<file path="src/rtl/dedisp_pkg.sv">
// Shared types and helpers for the dedispersion delay-line blocks.
package dedisp_pkg;

  // Controller phase: FILL until `delay` samples are stored, then RUN.
  typedef enum logic {
    FILL = 1'b0,
    RUN  = 1'b1
  } delay_state_t;

  // Address width for a memory of the given depth (at least 1 bit).
  function automatic int addr_width(input int depth);
    return (depth <= 1) ? 1 : $clog2(depth);
  endfunction

endpackage

</file>
<file path="src/rtl/dedisp_delay_ctrl.sv">
// Sequences one registered-read BRAM as a programmable circular delay line:
// every valid input is written, and once `delay` samples are stored each new
// input also reads back the sample written `delay` valid-samples earlier.
module dedisp_delay_ctrl
  import dedisp_pkg::*;
#(
  parameter int N_ADDR        = 256,
  parameter int DATA_WIDTH    = 16,
  parameter int DEFAULT_DELAY = 16,
  localparam int AW           = addr_width(N_ADDR)
) (
  input  logic                  clk,
  input  logic                  rst_n,
  input  logic [DATA_WIDTH-1:0] din,
  input  logic                  din_valid,
  input  logic [AW-1:0]         cfg_delay,
  input  logic                  cfg_load,
  output logic                  bram_wen,
  output logic                  bram_ren,
  output logic [AW-1:0]         bram_wadd,
  output logic [AW-1:0]         bram_radd,
  output logic [DATA_WIDTH-1:0] bram_win,
  input  logic [DATA_WIDTH-1:0] bram_rdata,
  output logic [DATA_WIDTH-1:0] dout,
  output logic                  dout_valid,
  output logic                  filling
);

  // A delay of zero would make the read address collide with the write
  // address, so zero is promoted to one everywhere a delay is loaded.
  localparam logic [AW-1:0] DEF_RAW   = AW'(DEFAULT_DELAY);
  localparam logic [AW-1:0] DEF_DELAY = (DEF_RAW == '0) ? AW'(1) : DEF_RAW;

  delay_state_t    state_q, state_d;
  logic [AW-1:0]   wptr_q, wptr_d;
  logic [AW-1:0]   fill_cnt_q, fill_cnt_d;
  logic [AW-1:0]   delay_r_q, delay_r_d;
  logic            rd_pend_q, rd_pend_d;
  logic            vld;
  logic [AW-1:0]   new_delay;

  // Input valid is masked during reset so the BRAM is never written then.
  assign vld       = din_valid & rst_n;
  assign new_delay = (cfg_delay == '0) ? AW'(1) : cfg_delay;

  // BRAM port drive: combinational from the current input and state.
  always_comb begin
    bram_wen  = vld;
    bram_wadd = wptr_q;
    bram_win  = din;
    bram_radd = wptr_q - delay_r_q;
    bram_ren  = vld && (state_q == RUN) && !cfg_load;
  end

  // Next-state logic: pointer advance, fill counting and delay reload.
  always_comb begin
    state_d    = state_q;
    wptr_d     = wptr_q;
    fill_cnt_d = fill_cnt_q;
    delay_r_d  = delay_r_q;
    rd_pend_d  = bram_ren;

    if (vld) begin
      wptr_d = wptr_q + AW'(1);
    end

    if (cfg_load) begin
      // Reload restarts the fill; a sample arriving now is the first one.
      delay_r_d  = new_delay;
      state_d    = FILL;
      fill_cnt_d = '0;
      if (vld) begin
        if (new_delay == AW'(1)) begin
          state_d = RUN;
        end else begin
          fill_cnt_d = AW'(1);
        end
      end
    end else if (state_q == FILL && vld) begin
      if (fill_cnt_q == delay_r_q - AW'(1)) begin
        state_d    = RUN;
        fill_cnt_d = '0;
      end else begin
        fill_cnt_d = fill_cnt_q + AW'(1);
      end
    end
  end

  // State registers; reset discards any read that is still in flight.
  always_ff @(posedge clk or negedge rst_n) begin
    if (!rst_n) begin
      state_q    <= FILL;
      wptr_q     <= '0;
      fill_cnt_q <= '0;
      delay_r_q  <= DEF_DELAY;
      rd_pend_q  <= 1'b0;
    end else begin
      state_q    <= state_d;
      wptr_q     <= wptr_d;
      fill_cnt_q <= fill_cnt_d;
      delay_r_q  <= delay_r_d;
      rd_pend_q  <= rd_pend_d;
    end
  end

  // Output qualification: read data is only meaningful for a pending read.
  always_comb begin
    dout_valid = rd_pend_q;
    dout       = rd_pend_q ? bram_rdata : '0;
    filling    = (state_q == FILL);
  end

endmodule
</file>
<file path="config.mk">
export PLATFORM = sky130hd
export DESIGN_NAME = dedisp_delay_ctrl
export DESIGN_NICKNAME = d
export VERILOG_FILES = /design/src/rtl/dedisp_pkg.sv /design/src/rtl/dedisp_delay_ctrl.sv
export SDC_FILE = /design/constraint.sdc
export NUM_CORES = 1
export LEC_CHECK = 0
export BUFFER_PORTS_ARGS = -buffer_cell sky130_fd_sc_hd__buf_4
export CORE_MARGIN = 3
export CORE_UTILIZATION = 35
export CTS_CLUSTER_SIZE = 8
export DETAILED_ROUTE_END_ITERATION = 10
export MAX_ROUTING_LAYER = met4
export PLACE_DENSITY = 0.66
export SYNTH_ARGS = -nofsm -noshare
export SYNTH_HDL_FRONTEND = slang
export SYNTH_SLANG_ARGS = --single-unit
</file>
<file path="constraint.sdc">
create_clock -name clk -period 2.1 [get_ports clk]
set_input_delay 0.525 -clock clk [delete_from_list [all_inputs] [get_ports clk]]
set_output_delay 0.525 -clock clk [all_outputs]
set_load 0.01 [all_outputs]
</file>
==> metrics, run 1 <==
Hold Path Class=input port to async pin; max cap viols=0; ys flop type=dfrtp_1; Hold Buf Count CTS=0; Area contributors post-synth=dfrtp_1, xnor2_1, ha_1; pre-CTS setup slack=-0.123 ns; outcome=finished, violations left; Die ar.=6520 sq um; row cnt=26; Post-Syn Area=1960 sq um; antenna violations before repair=0; clock sinks=26; final setup violation count=6; Die H=80.8 microns; worst path cell trace=ha_4, fa_2, nor2b_1, o21ai_1, nand2b_1, a21o_1, a21oi_2, xnor2_2, buf_4; final worst slack=-0.394 ns; VDD IR-drop max=0.588 mV; Hold WS=0.236 ns; global-route wire length before repair=8.14 mm; starting density of the core=37.1%; # port buffers=63; vias post-DR=1719; Synth area leader=dfrtp_1; clock skew=0.00168 ns; pin count of the biggest net entering global routing=33; layout cell share with drive strength beyond 1=44.1%; I/O Pins=96; initial DRC count=50; mean post-synth cell area=9.10 sq um; M2 GR Usage=28.6%; sequential area share after synthesis=33.3%; Final Critical Period=2.49 ns; Clock Path Buffers=2; synthesis warning total=0; met1 Usage GRT=19.8%; Diodes inserted=0; Required @ worst endpoint=1.57 ns; RSZ-0062 raised after global routing=true; relative slew slack=69.8%; global placer's final weighted congestion=0.832; DP HPWL=3.91 mm; Seq cells post-synth=26; final period utilization=119%; failing checks=negative setup slack; clock latency on the worst-skew pair=0.28 ns; Unique masters post-synth=42; Clock transition at path regs=0.09 ns; CTS Buf Count=3; vias per inst=4.78; top-area cell type share of the netlist area=32.0%; Top Usage Layer GRT=met2; leakage=0.00133 uW; final wirelength=5.05 mm; vias in the first global route=1748; Fmax achieved=401 MHz; Mapped Cells=215; slew at the pin closest to its max-slew limit=0.450 ns; Cell Count, Final, Fillers Out=360; fillers=498; drc violations=0; Worst Path Arrival=1.97 ns; GR met3 Demand/Resource=2.11%; H-tree depth=1; final net count=346; crit-path max cell delay=0.42 ns; CTS tree=built; Placeable Area=5270 sq um; crit path launch type=flip-flop; most common cell in the netlist=dfrtp_1; wire per inst=14.0 microns; Max FO, Critical Path=2; commonest cells in the netlist=dfrtp_1, nand2_1, xnor2_1; PwrDens=864 nW/um^2; total power=2390 uW; die width=80.8 microns; GRT Resource Usage Total=16.6%; Area Overhead vs Synth=41.1%; ys async rst share=100%; root buf cell=clkbuf_8; CP Class=flip-flop to output port; final hold violation count=0; CP endpoint kind=output port; DP Cell Count=354; Slew Viols, Final=0; family with the most delay on the worst path=adder cells; total global routing overflow=0; Net Count, Synth=270; DR pass1 iterations=4; ANT nets after route=0; EDFF count, synth=0; CP max stage cell=dfrtp_1; crit path buf inv count=1; Core Util, Final=52.4%
-- layout make-up --
| cell class | instances | area [sq um] | share of cell area [%] |
|---|---|---|---|
| repair buffers | 94 | 729 | 26.4 |
| inverters | 15 | 58.8 | 2.13 |
| well taps | 70 | 87.6 | 3.17 |
| flip-flops and latches | 26 | 652 | 23.6 |
| clock buffers | 4 | 55.1 | 1.99 |
| multi-input cells | 151 | 1180 | 42.7 |
-- report_power, final --
part,internal [uW],total [uW],switching [uW]
clock network,168,340,172
logic,787,1410,624
registers,571,635,64.1
-- worst reg2reg max path, cell delays in order, from the launching register on --
cell and delay (ns):
dfrtp_1 0.42, buf_4 0.17, inv_1 0.08, ha_2 0.25, nand3_1 0.12, xnor2_1 0.16, nor3_2 0.21, o2111a_1 0.26
buf_12 0.15, o32ai_4 0.09
-- sequential cells by signal, indices dropped and copies added, names as in the netlist --
name / count
bram_wadd: 8
delay_r_q: 8
fill_cnt_q: 8
state_q: 1
dout_valid: 1
-- layer usage --
layer  part of all wire [%]  routed length, microns
met1                     41                    2090
met2                     49                    2460
met3                    7.8                     394
met4                    2.3                     116
met5                      0                       0
-- layout by cell type (no fill, tap or decap), types with 2 or more instances in the layout --
cell type   n
o21ai_1     2
and3_1      4
xor2_1     11
inv_1      10
a211oi_2    5
xnor2_2     2
o21ai_2     2
ha_1        7
inv_2       3
nor2_1      9
mux2_2      2
nand3_1     3
nor3_1      4
clkbuf_8    4
a21o_1      2
nand2b_1    2
dfrtp_1    25
nand4_1     6
ha_4        2
a21oi_1     3
xnor2_1    16
and2_1     16
o21ai_0    11
buf_6       3
o2111ai_1   2
nand2_1    19
buf_4      90
-- path summary, 6_finish.rpt --
check	startpoint	endpoint	slack (ns)	depth (start not counted)
min in group clk	cfg_delay[1]	delay_r_q[1]	0.46	3
max reg2reg	delay_r_q[0]	fill_cnt_q[2]	0.08	9
max in group asynchronous	rst_n	delay_r_q[4]	1.55	2
min	rst_n	state_q	0.24	2
max	delay_r_q[0]	bram_radd[6]	-0.39	9
min reg2reg	bram_wadd[7]	bram_wadd[7]	0.53	1
-- repair_timing --
action	CTS	global route
buffers inserted	1	1
endpoints found under the setup margin	7	16
resized for setup	7	12
pin swaps	13	13
-- kinds of logic (layout without fill, tap and decap cells) --
family / after synthesis / count (layout) / share of synthesized area, %
fa+ha+maj: 11 / 11 / 7.42
mux: 2 / 2 / 1.15
simple gates: 74 / 74 / 20.3
xor+xnor: 30 / 30 / 13.8
buf+inv: 38 / 113 / 10.7
flops: 26 / 26 / 33.3
compound gates: 34 / 34 / 13.2
-- metrics by stage --
| step | setup TNS (ns) | cell area (sq um) |
|---|---|---|
| after floorplan | -0.163 | 1980 |
| after detailed placement | -0.399 | 2620 |
| after global routing | -2.31 | 2760 |
| after global placement | -0.315 | 2620 |
| final | -1.60 | 2760 |
| after CTS | -1.74 | 2700 |
No activity file was read; power rests on OpenSTA's default activity.
==> run 2, diff against run 1 <==
Settings changed: PLACE_DENSITY 0.66 to default, PLACE_DENSITY_LB_ADDON from default to 0.1, SLEW_MARGIN from default to 25.
Clock period 2.1 ns to 2.6 ns, I/O delays scaled along.
==> run 2 against run 1 <==
  * The run still ends with negative setup slack left
  * Core utilization down 2.6 points
  * Total power down 21%
  * Register-to-register slack better by 0.39 ns
  * Critical path depth unchanged
  * Flip-flop and latch count unchanged
  * Combinational power down 28%
  * Clock power up 3%
  * Highest routed layer unchanged
==> metrics, run 2 (same netlist as run 1, synthesis figures left out) <==
outcome=finished, violations left; failing checks=negative setup slack; DP HPWL=3.76 mm (-3.8%); initial DRC count=38 (-24%); # port buffers=63 (unchanged); final setup violation count=1 (-5); wire per inst=14.3 microns (+2.0%); Clock Path Buffers=2 (unchanged); Setup TNS Final=-0.0625 ns (+1.54 ns); H-tree depth=1 (unchanged); Final Critical Period=2.66 ns; final worst slack=-0.0625 ns (+0.332 ns); GRT Resource Usage Total=16.1% (-0.45 points); Area Overhead vs Synth=34.2%; pre-CTS setup slack=0.0559 ns (+0.179 ns); crit path launch type=flip-flop; VDD IR-drop max=0.591 mV (+0.46%); fillers=539 (+8.2%); global-route wire length before repair=7.90 mm (-3.0%); commonest cells after routing, fill and taps aside=buf_4, dfrtp_1, nand2_1; layout cell share with drive strength beyond 1=40.6% (-3.5 points); met1 Usage GRT=20.2% (+0.35 points); I/O Pins=96 (unchanged); Die ar.=6520 sq um (unchanged); vias post-DR=1701 (-1.0%); final hold violation count=0 (unchanged); Slew Viols, Final=0 (unchanged); max cap viols=0 (unchanged); row cnt=26 (unchanged); clock latency on the worst-skew pair=0.28 ns (about the same); DR pass1 iterations=4 (unchanged); clock skew=0.0114 ns (+0.00972 ns); vias per inst=4.89 (+2.4%); leakage=0.00126 uW (-5.5%); Worst Path Arrival=2.01 ns (+0.04 ns); slew at the pin closest to its max-slew limit=0.499 ns (+0.0497 ns); Hold Path Class=input port to async pin; CP endpoint kind=output port; Die H=80.8 microns (unchanged); final period utilization=102%; drc violations=0 (unchanged); CP Class=flip-flop to output port; Core Util, Final=49.8% (-2.6 points); PwrDens=715 nW/um^2 (-17%); Fmax achieved=376 MHz; root buf cell=clkbuf_8; pin count of the biggest net entering global routing=33 (unchanged); relative slew slack=66.5% (-3.3 points); Required @ worst endpoint=1.95 ns (+0.38 ns); clock sinks=26 (unchanged); FF-to-FF setup slack=0.47 ns (+0.39 ns); die width=80.8 microns (unchanged); ANT nets after route=0 (unchanged); GR met3 Demand/Resource=2.33% (+0.22 points); most common cell after layout, fill and taps aside=buf_4; global placer's final weighted congestion=0.751 (-9.8%); final wirelength=4.98 mm (-1.4%); CTS tree=built; Top Usage Layer GRT=met2; RSZ-0062 raised after global routing=true; vias in the first global route=1693 (-3.1%); Placeable Area=5270 sq um (unchanged); final net count=334 (-3.5%); M2 GR Usage=26.8% (-1.8 points); CTS Buf Count=3 (unchanged); Max FO, Critical Path=2 (unchanged); Clock transition at path regs=0.10 ns (about the same); starting density of the core=37.1% (unchanged); antenna violations before repair=0 (unchanged); Diodes inserted=0 (unchanged); total global routing overflow=0 (unchanged)
[run 2: per-layer routing]
layer	routed length (microns)	vias up
met4	53	0
met3	325	10
met1	2210	795
met5	0	-
li1	-	838
met2	2400	58
[run 2: timing repair]
| action | CTS | global route |
|---|---|---|
| gates cloned | 0 | 0 |
| pin swaps | 7 | 9 |
| setup buffers | 5 | 3 |
| resized for setup | 12 | 8 |
| endpoints found under the setup margin | 4 | 4 |
| hold buffers | 0 | 0 |
[run 2: critical path, stage by stage (launching register included)]
cell and delay [ns]:
dfrtp_1 0.43, ha_4 0.18, fa_2 0.34, nor2b_1 0.11, o21ai_1 0.08, nand2b_1 0.10, a21o_1 0.15, a21oi_2 0.06
xnor2_1 0.15, buf_4 0.14
[run 2: per-stage QoR]
step | area [sq um] | hold WS (ns) | total power [uW] | instances
after floorplan | 1960 | 0.354 | 1020 | 215
final | 2630 | 0.400 | 1880 | 348
after global placement | 2450 | 0.507 | 1380 | 336
after detailed placement | 2450 | 0.517 | 1390 | 336
after CTS | 2580 | 0.408 | 1830 | 345
after global routing | 2630 | 0.417 | 2010 | 348
[run 2: report_power, final]
| group | internal, uW | leakage [uW] | switching [uW] |
|---|---|---|---|
| clock | 206 | 0.0000357 | 144 |
| sequential | 462 | 0.000335 | 54.4 |
| combinational | 543 | 0.000887 | 468 |
| total | 1210 | 0.00126 | 666 |
[run 2: worst paths after layout]
check,cells past startpoint,start,end
max reg2reg,9,delay_r_q[0],fill_cnt_q[1]
max,9,delay_r_q[0],bram_radd[6]
max in group asynchronous,2,rst_n,delay_r_q[4]
min reg2reg,1,bram_wadd[7],bram_wadd[7]
min in group clk,1,bram_wadd[7],bram_wadd[7]
min,2,rst_n,delay_r_q[6]
[run 2: layout make-up]
type	count	area (sq um)	area share [%]
Multi-Input combinational cell	151	1140	43.5
Sequential cell	26	653	24.9
Timing Repair Buffer	82	616	23.4
Tap cell	70	87.6	3.33
Inverter	15	56.3	2.14
Clock buffer	3	41.3	1.57
Clock inverter	1	30.0	1.14
